**src/rtl/mcp3202_scheduler.sv**
```systemverilog
// Round scheduler for an MCP3202 SPI engine: every FCLK/FSMPL cycles it converts each CH_MASK channel in turn.
// adc_start is combinational (the cycle the engine is free); chN_dv strobes one cycle after adc_dv.
// Backpressure: waits in START while adc_busy=1; ticks arriving mid-round are dropped and flagged as overrun.
module mcp3202_scheduler #(
    parameter real      FCLK    = 100e6,
    parameter real      FSMPL   = 500,
    parameter bit [1:0] CH_MASK = 2'b01,
    parameter bit       SGL     = 1'b1,
    parameter int       TIMEOUT = 20000
) (
    input  logic        clk,
    input  logic        rst_n,
    input  logic        en,
    input  logic        clr_err,
    output logic        adc_start,
    output logic        adc_sgl,
    output logic        adc_odd,
    input  logic        adc_busy,
    input  logic [11:0] adc_data,
    input  logic        adc_dv,
    output logic [11:0] ch0_data,
    output logic [11:0] ch1_data,
    output logic        ch0_dv,
    output logic        ch1_dv,
    output logic        overrun,
    output logic        timeout_err
);
    localparam int TICK_MAX = $rtoi(FCLK / FSMPL);

    localparam logic [1:0] S_IDLE  = 2'd0;
    localparam logic [1:0] S_START = 2'd1;
    localparam logic [1:0] S_WAIT  = 2'd2;

    // First channel of a round and the channels left after it.
    localparam logic       FIRST_CH   = CH_MASK[0] ? 1'b0 : 1'b1;
    localparam logic [1:0] FIRST_REST = CH_MASK & ~(2'b01 << FIRST_CH);

    logic [1:0]  state;
    logic [1:0]  pending;
    logic [31:0] tick_cnt;
    logic [31:0] to_cnt;
    logic        tick;
    logic        to_hit;
    logic        next_ch;

    assign tick      = en && (tick_cnt == 32'(TICK_MAX - 1));
    assign to_hit    = (state == S_WAIT) && !adc_dv && (to_cnt == 32'(TIMEOUT - 1));
    assign next_ch   = pending[0] ? 1'b0 : 1'b1;
    assign adc_start = (state == S_START) && en && !adc_busy;
    assign adc_sgl   = SGL;

    always_ff @(posedge clk or negedge rst_n) begin
        if (!rst_n) begin
            state       <= S_IDLE;
            pending     <= 2'b00;
            tick_cnt    <= 32'd0;
            to_cnt      <= 32'd0;
            adc_odd     <= 1'b0;
            ch0_data    <= 12'h000;
            ch1_data    <= 12'h000;
            ch0_dv      <= 1'b0;
            ch1_dv      <= 1'b0;
            overrun     <= 1'b0;
            timeout_err <= 1'b0;
        end else begin
            ch0_dv <= 1'b0;
            ch1_dv <= 1'b0;

            if (!en || tick) begin
                tick_cnt <= 32'd0;
            end else begin
                tick_cnt <= tick_cnt + 32'd1;
            end

            case (state)
                S_IDLE: begin
                    if (tick && (CH_MASK != 2'b00)) begin
                        state   <= S_START;
                        adc_odd <= FIRST_CH;
                        pending <= FIRST_REST;
                    end
                end
                S_START: begin
                    if (!en) begin
                        state   <= S_IDLE;
                        pending <= 2'b00;
                    end else if (!adc_busy) begin
                        state  <= S_WAIT;
                        to_cnt <= 32'd0;
                    end
                end
                S_WAIT: begin
                    if (adc_dv) begin
                        if (adc_odd) begin
                            ch1_data <= adc_data;
                            ch1_dv   <= 1'b1;
                        end else begin
                            ch0_data <= adc_data;
                            ch0_dv   <= 1'b1;
                        end
                        if ((pending != 2'b00) && en) begin
                            state   <= S_START;
                            adc_odd <= next_ch;
                            pending <= pending & ~(2'b01 << next_ch);
                        end else begin
                            state   <= S_IDLE;
                            pending <= 2'b00;
                        end
                    end else if (to_hit) begin
                        state   <= S_IDLE;
                        pending <= 2'b00;
                    end else begin
                        to_cnt <= to_cnt + 32'd1;
                    end
                end
                default: begin
                    state   <= S_IDLE;
                    pending <= 2'b00;
                end
            endcase

            // A new error in the same cycle beats a clear request.
            if (tick && (state != S_IDLE)) begin
                overrun <= 1'b1;
            end else if (clr_err) begin
                overrun <= 1'b0;
            end

            if (to_hit) begin
                timeout_err <= 1'b1;
            end else if (clr_err) begin
                timeout_err <= 1'b0;
            end
        end
    end
endmodule

```
**config.mk**
```make
export PLATFORM = sky130hd
export DESIGN_NAME = mcp3202_scheduler
export DESIGN_NICKNAME = d
export VERILOG_FILES = /design/src/rtl/mcp3202_scheduler.sv
export SDC_FILE = /design/constraint.sdc
export NUM_CORES = 1
export LEC_CHECK = 0
export CAP_MARGIN = 20
export CORE_MARGIN = 4
export CORE_UTILIZATION = 55
export CTS_CLUSTER_DIAMETER = 60
export DETAILED_ROUTE_END_ITERATION = 8
export PLACE_DENSITY_LB_ADDON = 0.05
export SLEW_MARGIN = 25
export SYNTH_ARGS = -nofsm -noshare
export SYNTH_HDL_FRONTEND = slang
export SYNTH_SLANG_ARGS = --single-unit
```
**constraint.sdc**
```tcl
create_clock -name clk -period 5.7 [get_ports clk]
set_clock_uncertainty 0.2 [all_clocks]
set_input_delay 0.855 -clock clk [delete_from_list [all_inputs] [get_ports clk]]
set_output_delay 0.855 -clock clk [all_outputs]
set_load 0.005 [all_outputs]
```
# [Yosys cells after proc, flatten, opt, wreduce, memory -nomap -nowiden]
# Index checks and enable logic that the tools add are counted.
[word_totals] ff_bits=97 in_bits=18 out_inout_bits=31 word_cells=87
[classes] n_addsub=2 eq_ne=14 shifts=1 muxes=32 bitwise=3 n_reduce_logical=24
[ops] operator="$mux 32" n=5
[ops] operator="$add 32x1->32 const B" n=2
[ops] operator="$pmux 32 s2" n=1
[ops] operator="$eq 32x15->1 const B" n=1
[ops] operator="$eq 32x18->1 const B" n=1
[ops] operator="$mux 2" n=9
[ops] operator="$mux 1" n=14
[ops] operator="$ne 2x2->1 const B" n=7
[ops] operator="$pmux 2 s3" n=2
[ops] operator="$reduce_and 3->1" n=4
[ops] operator="$reduce_bool 2->1" n=6
[ops] operator="$logic_and 1x1->1" n=7
[ops] operator="$ne 3x3->1 const B" n=2
[ops] operator="$reduce_and 5->1" n=1
[ops] operator="$reduce_and 4->1" n=1
[ops] operator="$logic_not 1->1" n=3
[ops] operator="$and 2x2->2" n=1
[ops] operator="$eq 2x1->1 const B" n=1
[ops] operator="$eq 2x2->1 const B" n=1
[ops] operator="$logic_not 2->1" n=1
[ops] operator="$ne 2x1->1 const B" n=1
[ops] operator="$not 2->2" n=1
[ops] operator="$pmux 1 s2" n=1
[ops] operator="$shl 1x1->2 const A" n=1
[ops] operator="other kinds (2)" n=2

# [Depth between registers and ports, before layout]
# Gate-level depths: netlist of run 1.
[depth] ltp_word=7 ltp_mapped=8 ltp_nobuf=6

# [Worst setup path after synthesis of run 1]
# OpenSTA, ideal clock, no wires.
[synth_path] kind="input port to output port" start="input port en" end="output port adc_start" arrival_ps=1824 t_required_ps=4645 slack_ps=2821 cell_stages=4 n_path_buf=1 cell_sequence="nand2b_1 > or3b_2 > inv_1 > clkbuf_1"
[synth_between] elab_chain_cells=2
[synth_lines] element="start, declared" line_no="13" source="input logic en,"
[synth_lines] element="$logic_and 1x1->1 (2 in series)" line_no="49" source="assign adc_start = (state == S_START) && en && !adc_busy;"
[synth_lines] element="end, declared" line_no="15" source="output logic adc_start,"
# Every way passes these cells.

# [Worst setup path in the final report of run 1]
# Ends and elaborated chain as after synthesis.

==> key figures, run 1 <==
Clocking
  • H-Tree Depth: 3
  • Clock insertion delay at the later pin of the skew report: between 0.3 and 0.4 ns
  • CTS Hold Buffers Added: 0
  • CTS tree: done
  • Post-CTS Resized: 0
  • Post-CTS Setup Inserts: 0
  • Root Buffer: clkbuf_8
  • Reg clk slew, reported paths: ~0.10 ns
  • Maximum root-to-sink buffer count: 2
  • Clock Sink Count: between 90 and 100
  • TritonCTS Buffers: 9

Drt
  • DRT Pass-1 Iters: 4
  • DRT iter0 DRCs: between 100 and 150
  • DRC viols: 0
  • Post-route ant nets: 0
  • WL per Instance: 15.9 µm
  • Via count: 3550
  • Vias/cell: 5.87
  • Total wire length: 9630 µm

Timing
  • Setup violators final: 0
  • Min cycle time layout: 4.29 ns
  • Hold Vio Cnt, Final: 0
  • Fmax: 233 MHz
  • Crit share post-route: 0.753
  • Slew Limit Fails: 0
  • RSZ-0062 raised after global routing: no
  • Slew HR: 0.342
  • Slew @ Worst Pin: slightly below 1 ns
  • Setup TNS: 0 ns

Die
  • Ports: 49
  • Row Count: 33
  • Die area: 10100 µm²
  • Initial Util: 0.567
  • Die width: 100 µm
  • Core region area: 8260 µm²
  • Die Span Y: 100 µm

Final layout
  • Area grow syn2layout: 15.1%
  • Share of cells above drive strength 1: 0.118
  • Final Net Count: between 500 and 600
  • Number of fill cells: 687
  • Final non-filler cell area: between 5000 and 6000 µm²
  • ANT cells: 0

Yosys
  • Syn nets: 473
  • Mapped Cells: 453
  • Seq cells post-synth: 95
  • Simple-gate share of the synthesized area: 0.253
  • XOR/XNOR Fraction of Synth Area: 0.0561
  • Yosys cell types: 55
  • Mux contribution to synthesized area: 0.0706
  • Top FF cell, synth: dfrtp_1
  • Yosys warning count: 0
  • Synthesized-area fraction occupied by adder cells: 0.00535
  • Mean Syn Cell Area: 10.3 µm²
  • Sequential fraction of the synthesis area: 0.508
  • FFs w/ async S/R, synth: 1.00
  • Mapped Area: 4680 µm²
  • EDFF count, synth: 0
  • Main combinational cell family by area after synthesis: simple AND/OR/NAND/NOR gates
  • Compound-Gate Fraction of Synth Area: 0.0743

Setup path
  • WS Path Type: in2out
  • R2R Setup Slk: 2.88 ns
  • Worst EP arrival: approximately 3.2 ns
  • Crit Path Max Fanout: 20
  • Worst path most repeated cell: clkdlybuf4s50_1
  • Slowest cell on crit path: or3b_2
  • CP Launch Type: primary input
  • CP peak stage delay: 0.65 ns
  • Crit path cell chain: clkdlybuf4s50_1 -> nand2b_1 -> or3b_2 -> inv_1 -> clkdlybuf4s50_1
  • WP data required: 4.64 ns
  • Worst Setup End Kind: primary output

Placement
  • RePlAce Congestion: between 0.8 and 0.9
  • DP Area: around 5200 µm²
  • HPWL Detailed: 6790 µm
  • Count of input and output buffers: 47

Power
  • Power Density: between 200 and 250 nW/µm²
  • Maximum vdd drop: roughly 0.14 mV
  • Leakage Power: 2.34 nW

Hold path
  • Hold WC Path Type: in2async

Flow run
  • Maxcap violations: 0

Global routing
  • Initial antenna violation count: 0
  • First-pass GRT wire length: 16500 µm
  • Grt ovf: 0
  • Pin count of the biggest net entering global routing: 78
  • Vias in the first global route: 3565
  • Total track usage: 0.203

Outcome
  • Outcome: completed
-- flip-flops by register name, summed over array words and instances, names as in the netlist --
name and count:
tick_cnt 32, to_cnt 32, ch0_data 12, ch1_data 12, state 2, adc_odd 1
ch0_dv 1, ch1_dv 1, overrun 1, timeout_err 1
-- layer usage --
layer  global-route usage  share of wire
met3               0.0466          0.037
met1                0.262           0.45
met2                0.340           0.50
met5                    0              0
met4               0.0611          0.015
-- report_power, final --
group	internal [mW]	switching, mW	leakage [nW]	total [mW]
clock network	0.177	0.251	0.0875	0.428
registers	0.681	0.00642	1.31	0.687
logic	0.0245	0.0264	0.936	0.0508
-- path summary, 6_finish.rpt --
check	startpoint	end	depth (start not counted)
setup / recovery	en	adc_start	5
hold / removal	rst_n	tick_cnt[20]	1
setup reg to reg	tick_cnt[0]	tick_cnt[29]	5
hold reg to reg	ch1_data[7]	ch1_data[7]	1
max in group asynchronous	rst_n	state[0]	2
min in group clk	ch1_data[7]	ch1_data[7]	1
-- synthesized netlist by cell type, types with 4 or more instances --
cell type	instances	share of area
clkbuf_1	4	0.0032
nor3_1	7	0.0075
nor4_1	11	0.015
nand4_1	23	0.031
o21ai_0	17	0.018
inv_1	12	0.0096
nand2_1	38	0.030
buf_4	4	0.0064
xnor2_1	7	0.013
o21a_1	4	0.0064
mux2i_1	6	0.013
a21oi_1	14	0.015
or4_1	7	0.011
nand3_1	36	0.038
xor2_1	23	0.043
or3_1	9	0.012
buf_2	5	0.0053
o31ai_1	7	0.011
dfrtp_1	95	0.51
mux2_2	24	0.058
and3_1	7	0.0094
nor2_1	46	0.037
-- area by class of cell --
| type | instances | area, µm² | share of cell area |
|---|---|---|---|
| clock buffer | 10 | 138 | 0.0256 |
| clock inverter | 6 | 51.3 | 0.00952 |
| inverter | 12 | 45.0 | 0.00836 |
| multi-input combinational | 329 | 2160 | 0.402 |
| sequential | 95 | 2380 | 0.441 |
| tap | 105 | 131 | 0.0244 |
| timing repair buffer | 48 | 479 | 0.0890 |
-- cells by family (layout without fill, tap and decap cells) --
| family | Yosys count | count (layout) |
|---|---|---|
| simple gates | 210 | 210 |
| flops | 95 | 95 |
| compound gates | 56 | 56 |
| xor+xnor | 30 | 30 |
| mux | 30 | 30 |
| buf+inv | 29 | 76 |
| fa+ha+maj | 2 | 2 |
| other cells | 1 | 1 |
-- layout by cell type, fill, tap and decap left out, drive strengths merged, types with 9 or more instances in the layout --
master	Yosys	routed
o21ai	18	18
xor2	23	23
dfrtp	95	95
clkdlybuf4s50	0	46
nand4	26	26
inv	12	15
nor2	46	46
nor3	10	10
or3	9	9
nor4	15	15
a21oi	14	14
mux2	24	24
clkbuf	6	10
nand2	38	38
nand3	36	36
-- through the flow --
stage	hold slack [ns]	worst slack, ns	cells	total power, mW	utilization
after floorplan	0.271	2.82	453	0.715	-
final	0.145	1.41	605	1.17	0.652
after CTS	0.140	1.39	605	1.18	0.651
after global placement	0.287	1.41	589	0.752	0.628
after global routing	0.136	1.28	605	1.21	0.652
after detailed placement	0.294	1.40	589	0.753	0.628
-- critical path, delay by kind of cell --
family | cells | cell delay [ns]
buffers and inverters | 3 | 1.62
and+or+nand+nor | 2 | 0.75
Note: power is estimated with default switching activity, not from simulation.
==> run 2: changes to the inputs <==
clock period = 4 ns   (was 5.7 ns; I/O delays follow)
==> run 2 against run 1 <==
  * Final cell count grew 0.83%
  * Sequential power up 43%
  * Die area did not move
  * Worst setup slack worse by 0.62 ns
  * Global-route usage grew 0.73 points
  * Combinational power rose by 46%
  * Count of clock-buffer cells in the layout is the same
  * Via count grew 0.96%
  * Largest cell class unchanged
  * Largest power group unchanged
==> key figures, run 2 (synthesis results as in run 1) <==
Drt
  • Post-route ant nets: 0
  • DRT Pass-1 Iters: 4
  • DRT iter0 DRCs: 115
  • Via count: 3584
  • Vias/cell: approximately 5.9
  • DRC viols: 0
  • WL per Instance: 16.0 µm
  • Total wire length: 9750 µm

Final layout
  • Final Net Count: 520
  • Number of fill cells: 672
  • Final core occ: 0.660
  • Final non-filler cell area: 5450 µm²
  • Top flop regs: tick_cnt: 32 flops, to_cnt: 32 flops
  • ANT cells: 0
  • Most frequent cells in the layout: dfrtp_1, nor2_1, clkdlybuf4s50_1, nand2_1, nand3_1
  • Most common cell after layout, fill and taps aside: dfrtp_1
  • Area grow syn2layout: 16.5%
  • Share of cells above drive strength 1: 0.123

Setup path
  • WP data required: approximately 3.2 ns
  • R2R Setup Slk: 1.49 ns
  • Worst-case reg-to-reg path depth: 5
  • CP Launch Type: primary input
  • Worst Setup End Kind: primary output
  • Reg2reg end: tick_cnt[15]
  • WS Path Type: in2out
  • Crit Path Max Fanout: 5
  • Reg-to-Reg Start: tick_cnt[0]
  • Worst EP arrival: about 2.4 ns

Clocking
  • Post-CTS Resized: 0
  • Maximum root-to-sink buffer count: 2
  • Post-CTS Setup Inserts: 0
  • Clock insertion delay at the later pin of the skew report: between 0.3 and 0.4 ns
  • CTS Hold Buffers Added: 1
  • Reg clk slew, reported paths: 0.09 ns
  • Root Buffer: clkbuf_8
  • Clock Sink Count: 95
  • CTS tree: done
  • H-Tree Depth: 3
  • TritonCTS Buffers: 9

Timing
  • Setup TNS: 0 ns
  • Min cycle time layout: approximately 3.2 ns
  • Slew Limit Fails: 0
  • Slew @ Worst Pin: 0.889 ns
  • Slew HR: 0.402
  • Hold Vio Cnt, Final: 0
  • Crit share post-route: 0.803
  • RSZ-0062 raised after global routing: no
  • Setup violators final: 0
  • Worst hold slack: between 0.3 and 0.4 ns
  • Fmax: 311 MHz

Power
  • Leakage Power: 2.38 nW
  • Power Density: 320 nW/µm²
  • Total power: 1.75 mW
  • Maximum vdd drop: around 0.23 mV

Global routing
  • Gr busiest metal: met2
  • First-pass GRT wire length: 17100 µm
  • Total track usage: 0.210
  • Vias in the first global route: 3639
  • GR Util met3: 0.0375
  • GR Util met1: 0.282
  • Grt ovf: 0
  • Pin count of the biggest net entering global routing: between 40 and 50
  • GR Util met2: 0.343
  • Initial antenna violation count: 0

Die
  • Die area: between 10000 and 15000 µm²
  • Die width: 100 µm
  • Core region area: ~8300 µm²
  • Row Count: 33
  • Initial Util: 0.567
  • Ports: 49
  • Die Span Y: 100 µm

Hold path
  • Sink of the worst hold path: ch1_data[7]
  • Hold Path Depth: 1
  • Hold WC Path Type: reg2reg
  • Hold Path Origin: ch1_data[7]

Placement
  • Count of input and output buffers: 47
  • DP Area: 5210 µm²
  • RePlAce Congestion: 0.804
  • HPWL Detailed: 7070 µm

Outcome
  • Outcome: completed

Flow run
  • Maxcap violations: 0
[run 2: cell types whose count changed in the layout (fill, tap and decap cells not counted), sizes merged]
cell	before	now
bufinv	0	2
clkinvlp	3	1
dlygate4sd3	0	1
inv	15	13
buf	2	6
clkinv	0	2
[run 2: layout make-up]
type	instances	area, µm²	area share
Timing Repair Buffer	53	515	0.0945
Sequential cell	95	2380	0.436
Clock inverter	6	92.6	0.0170
Inverter	12	45.0	0.00826
Multi-Input combinational cell	329	2160	0.397
Clock buffer	10	128	0.0234
Tap cell	105	131	0.0241
[run 2: worst max-delay path by stage]
stage               from        end  slack (ns)  depth (start not counted)
floorplan             en  adc_start        1.63                          4
global placement      en  adc_start        0.81                          5
detailed placement    en  adc_start        0.79                          5
CTS                   en  adc_start        0.78                          5
global route          en  adc_start        0.74                          5
finish                en  adc_start        0.79                          5
[run 2: where the power goes]
part | switching [mW] | leakage [nW] | total, mW | internal (mW)
clock network | 0.336 | 0.108 | 0.693 | 0.357
logic | 0.0385 | 0.959 | 0.0744 | 0.0359
registers | 0.00916 | 1.31 | 0.979 | 0.970
total | 0.384 | 2.38 | 1.75 | 1.36
[run 2: per-layer routing]
layer,part of all wire,vias to the layer above
li1,-,1731
met1,0.45,1769
met2,0.50,69
met3,0.039,15
met4,0.016,0
met5,0,-
[run 2: metrics by stage]
stage                     setup WS [ns]  instances
after floorplan                    1.63        453
after global placement            0.811        593
after detailed placement          0.790        593
after CTS                         0.783        610
after global routing              0.736        610
final                             0.787        610
[run 2: worst max-delay path, cell delays in order]
cell and delay [ns]:
clkdlybuf4s50_1 0.56, nand2b_1 0.12, or3b_2 0.50, inv_1 0.12, clkdlybuf4s50_1 0.51
==> run 3: changes to the inputs <==
CORE_UTILIZATION = 51   (was 55)
clock period = 2.9 ns   (was 4 ns; I/O delays follow)
==> run 3 against run 2 <==
  * Non-clock buffer count is 9 higher
  * Routed wire length is 2.0% higher
  * Critical path depth stayed put
  * Worst setup slack worse by 0.68 ns
  * Sequential cell count stayed put
  * Die area is 7.2% higher
  * Largest cell class unchanged
  * Sequential share of layout area is 0.47 points lower
  * First-iteration DRC count is 88% higher
  * Sequential power is 38% higher
  * Utilization is 3.4 points lower
  * Worst hold slack worse by 0.0030 ns
  * Highest routed layer unchanged
  * Via count is 0.78% lower
==> key figures, run 3 (synthesis results as in run 1) <==
Drt
  • DRC viols: 0
  • DRT Pass-1 Iters: 4
  • WL met2: 4960 µm
  • Via count: 3556
  • WL per Instance: 16.0 µm
  • Total wire length: 9950 µm
  • Post-route ant nets: 0
  • DRT iter0 DRCs: 216
  • WL met1: 4540 µm
  • Vias/cell: approximately 5.7
  • WL met3: 328 µm
  • Highest routed metal layer: met4

Hold path
  • Hold WC Path Type: reg2reg

Global routing
  • Initial antenna violation count: 0
  • First-pass GRT wire length: about 18000 µm
  • Grt ovf: 0
  • Pin count of the biggest net entering global routing: 50
  • Vias in the first global route: roughly 3700
  • Total track usage: 0.198

Timing
  • Slew HR: 0.571
  • Setup violators final: 0
  • RSZ-0062 raised after global routing: no
  • Crit share post-route: 0.964
  • Min cycle time layout: 2.80 ns
  • Slew @ Worst Pin: ~0.64 ns
  • Hold Vio Cnt, Final: 0
  • Fmax: between 300 and 400 MHz
  • Setup TNS: 0 ns
  • Slew Limit Fails: 0
  • Fin worst setup slack: 0.104 ns

Setup path
  • Reg2reg end: tick_cnt[19]
  • Reg-to-Reg Start: tick_cnt[27]
  • Setup crit start: en
  • Worst EP arrival: 2.16 ns
  • WS Path Type: in2out
  • Crit Path Max Fanout: 3
  • Crit path to: adc_start
  • WP data required: 2.27 ns
  • CP Launch Type: primary input
  • Worst-case reg-to-reg path depth: 6
  • R2R Setup Slk: 0.51 ns
  • Worst Setup End Kind: primary output

Clocking
  • CTS tree: done
  • TritonCTS Buffers: 9
  • H-Tree Depth: 3
  • Post-CTS Setup Inserts: 0
  • Root Buffer: clkbuf_8
  • Maximum root-to-sink buffer count: 2
  • Reg clk slew, reported paths: 0.08 ns
  • Clock Sink Count: 95
  • Clock insertion delay at the later pin of the skew report: 0.35 ns

Final layout
  • Final non-filler cell area: 5510 µm²
  • Share of cells above drive strength 1: 0.136
  • Most frequent cells in the layout: dfrtp_1, nor2_1, clkdlybuf4s50_1, nand2_1, nand3_1
  • Area grow syn2layout: 17.8%
  • Top flop regs: tick_cnt: 32 flops, to_cnt: 32 flops
  • Final Net Count: 529
  • ANT cells: 0
  • Most common cell after layout, fill and taps aside: dfrtp_1

Die
  • Die Span Y: 104 µm
  • Ports: 49
  • Initial Util: 0.532
  • Die width: slightly above 100 µm
  • Core region area: 8810 µm²
  • Die area: roughly 11000 µm²
  • Row Count: 34

Placement
  • Count of input and output buffers: 47
  • DP Area: between 5000 and 6000 µm²
  • HPWL Detailed: 7120 µm
  • Placement Setup Slack: roughly 0.087 ns
  • RePlAce Congestion: 0.852

Power
  • Leakage Power: around 2.4 nW
  • Maximum vdd drop: around 0.28 mV
  • Total power: 2.36 mW
  • Power Density: roughly 430 nW/µm²

Outcome
  • Outcome: completed

Flow run
  • Maxcap violations: 0
==> run 3: cell types whose count changed in the layout (fill, tap and decap cells not counted), sizes merged <==
cell / previous run / this run
clkinv: 2 / 3
bufinv: 2 / 1
clkinvlp: 1 / 0
clkbuf: 10 / 11
buf: 6 / 15
==> run 3: metal layers <==
layer,vias up,global-route usage
li1,1751,-
met1,1733,0.262
met2,61,0.331
met3,11,0.0373
met4,0,0.0627
met5,-,0
==> run 3: metrics by stage <==
stage / utilization / cells / hold WS (ns)
CTS: 0.626 / 622 / 0.317
global placement: 0.602 / 605 / 0.288
global route: 0.626 / 622 / 0.331
floorplan: - / 453 / -0.0606
finish: 0.626 / 622 / 0.312
detailed placement: 0.602 / 605 / 0.295
==> run 3: worst min-delay path by stage <==
stage | to | cells after the start | slack [ns] | start
floorplan | adc_odd | 0 | -0.06 | rst_n
global placement | ch1_data[1] | 1 | 0.29 | ch1_data[1]
detailed placement | ch0_data[9] | 1 | 0.30 | ch0_data[9]
CTS | ch1_data[5] | 1 | 0.32 | ch1_data[5]
global route | ch1_data[5] | 1 | 0.33 | ch1_data[5]
finish | ch1_data[5] | 1 | 0.31 | ch1_data[5]
==> run 3: cell type report <==
class | count | area, µm²
repair buffers | 62 | 596
clock inverters | 5 | 65.1
well taps | 108 | 135
fillers | 735 | 3290
clock buffers | 11 | 141
flip-flops and latches | 95 | 2380
multi-input cells | 329 | 2150
inverters | 12 | 45.0
==> run 3: critical path, stage by stage <==
cell and delay [ns]:
clkdlybuf4s50_1 0.49, nand2b_1 0.09, or3b_2 0.50, inv_1 0.13, clkdlybuf4s50_1 0.51
==> run 3: timing repair <==
| action | CTS | global route |
|---|---|---|
| endpoints found under the hold margin | 47 | 0 |
| resized for setup | 0 | 0 |
| hold buffers | 1 | 0 |
==> run 3: report_power, final <==
part / switching, mW / internal (mW) / total, mW
Sequential: 0.0129 / 1.34 / 1.35
Clock: 0.471 / 0.431 / 0.902
Combinational: 0.0543 / 0.0532 / 0.107
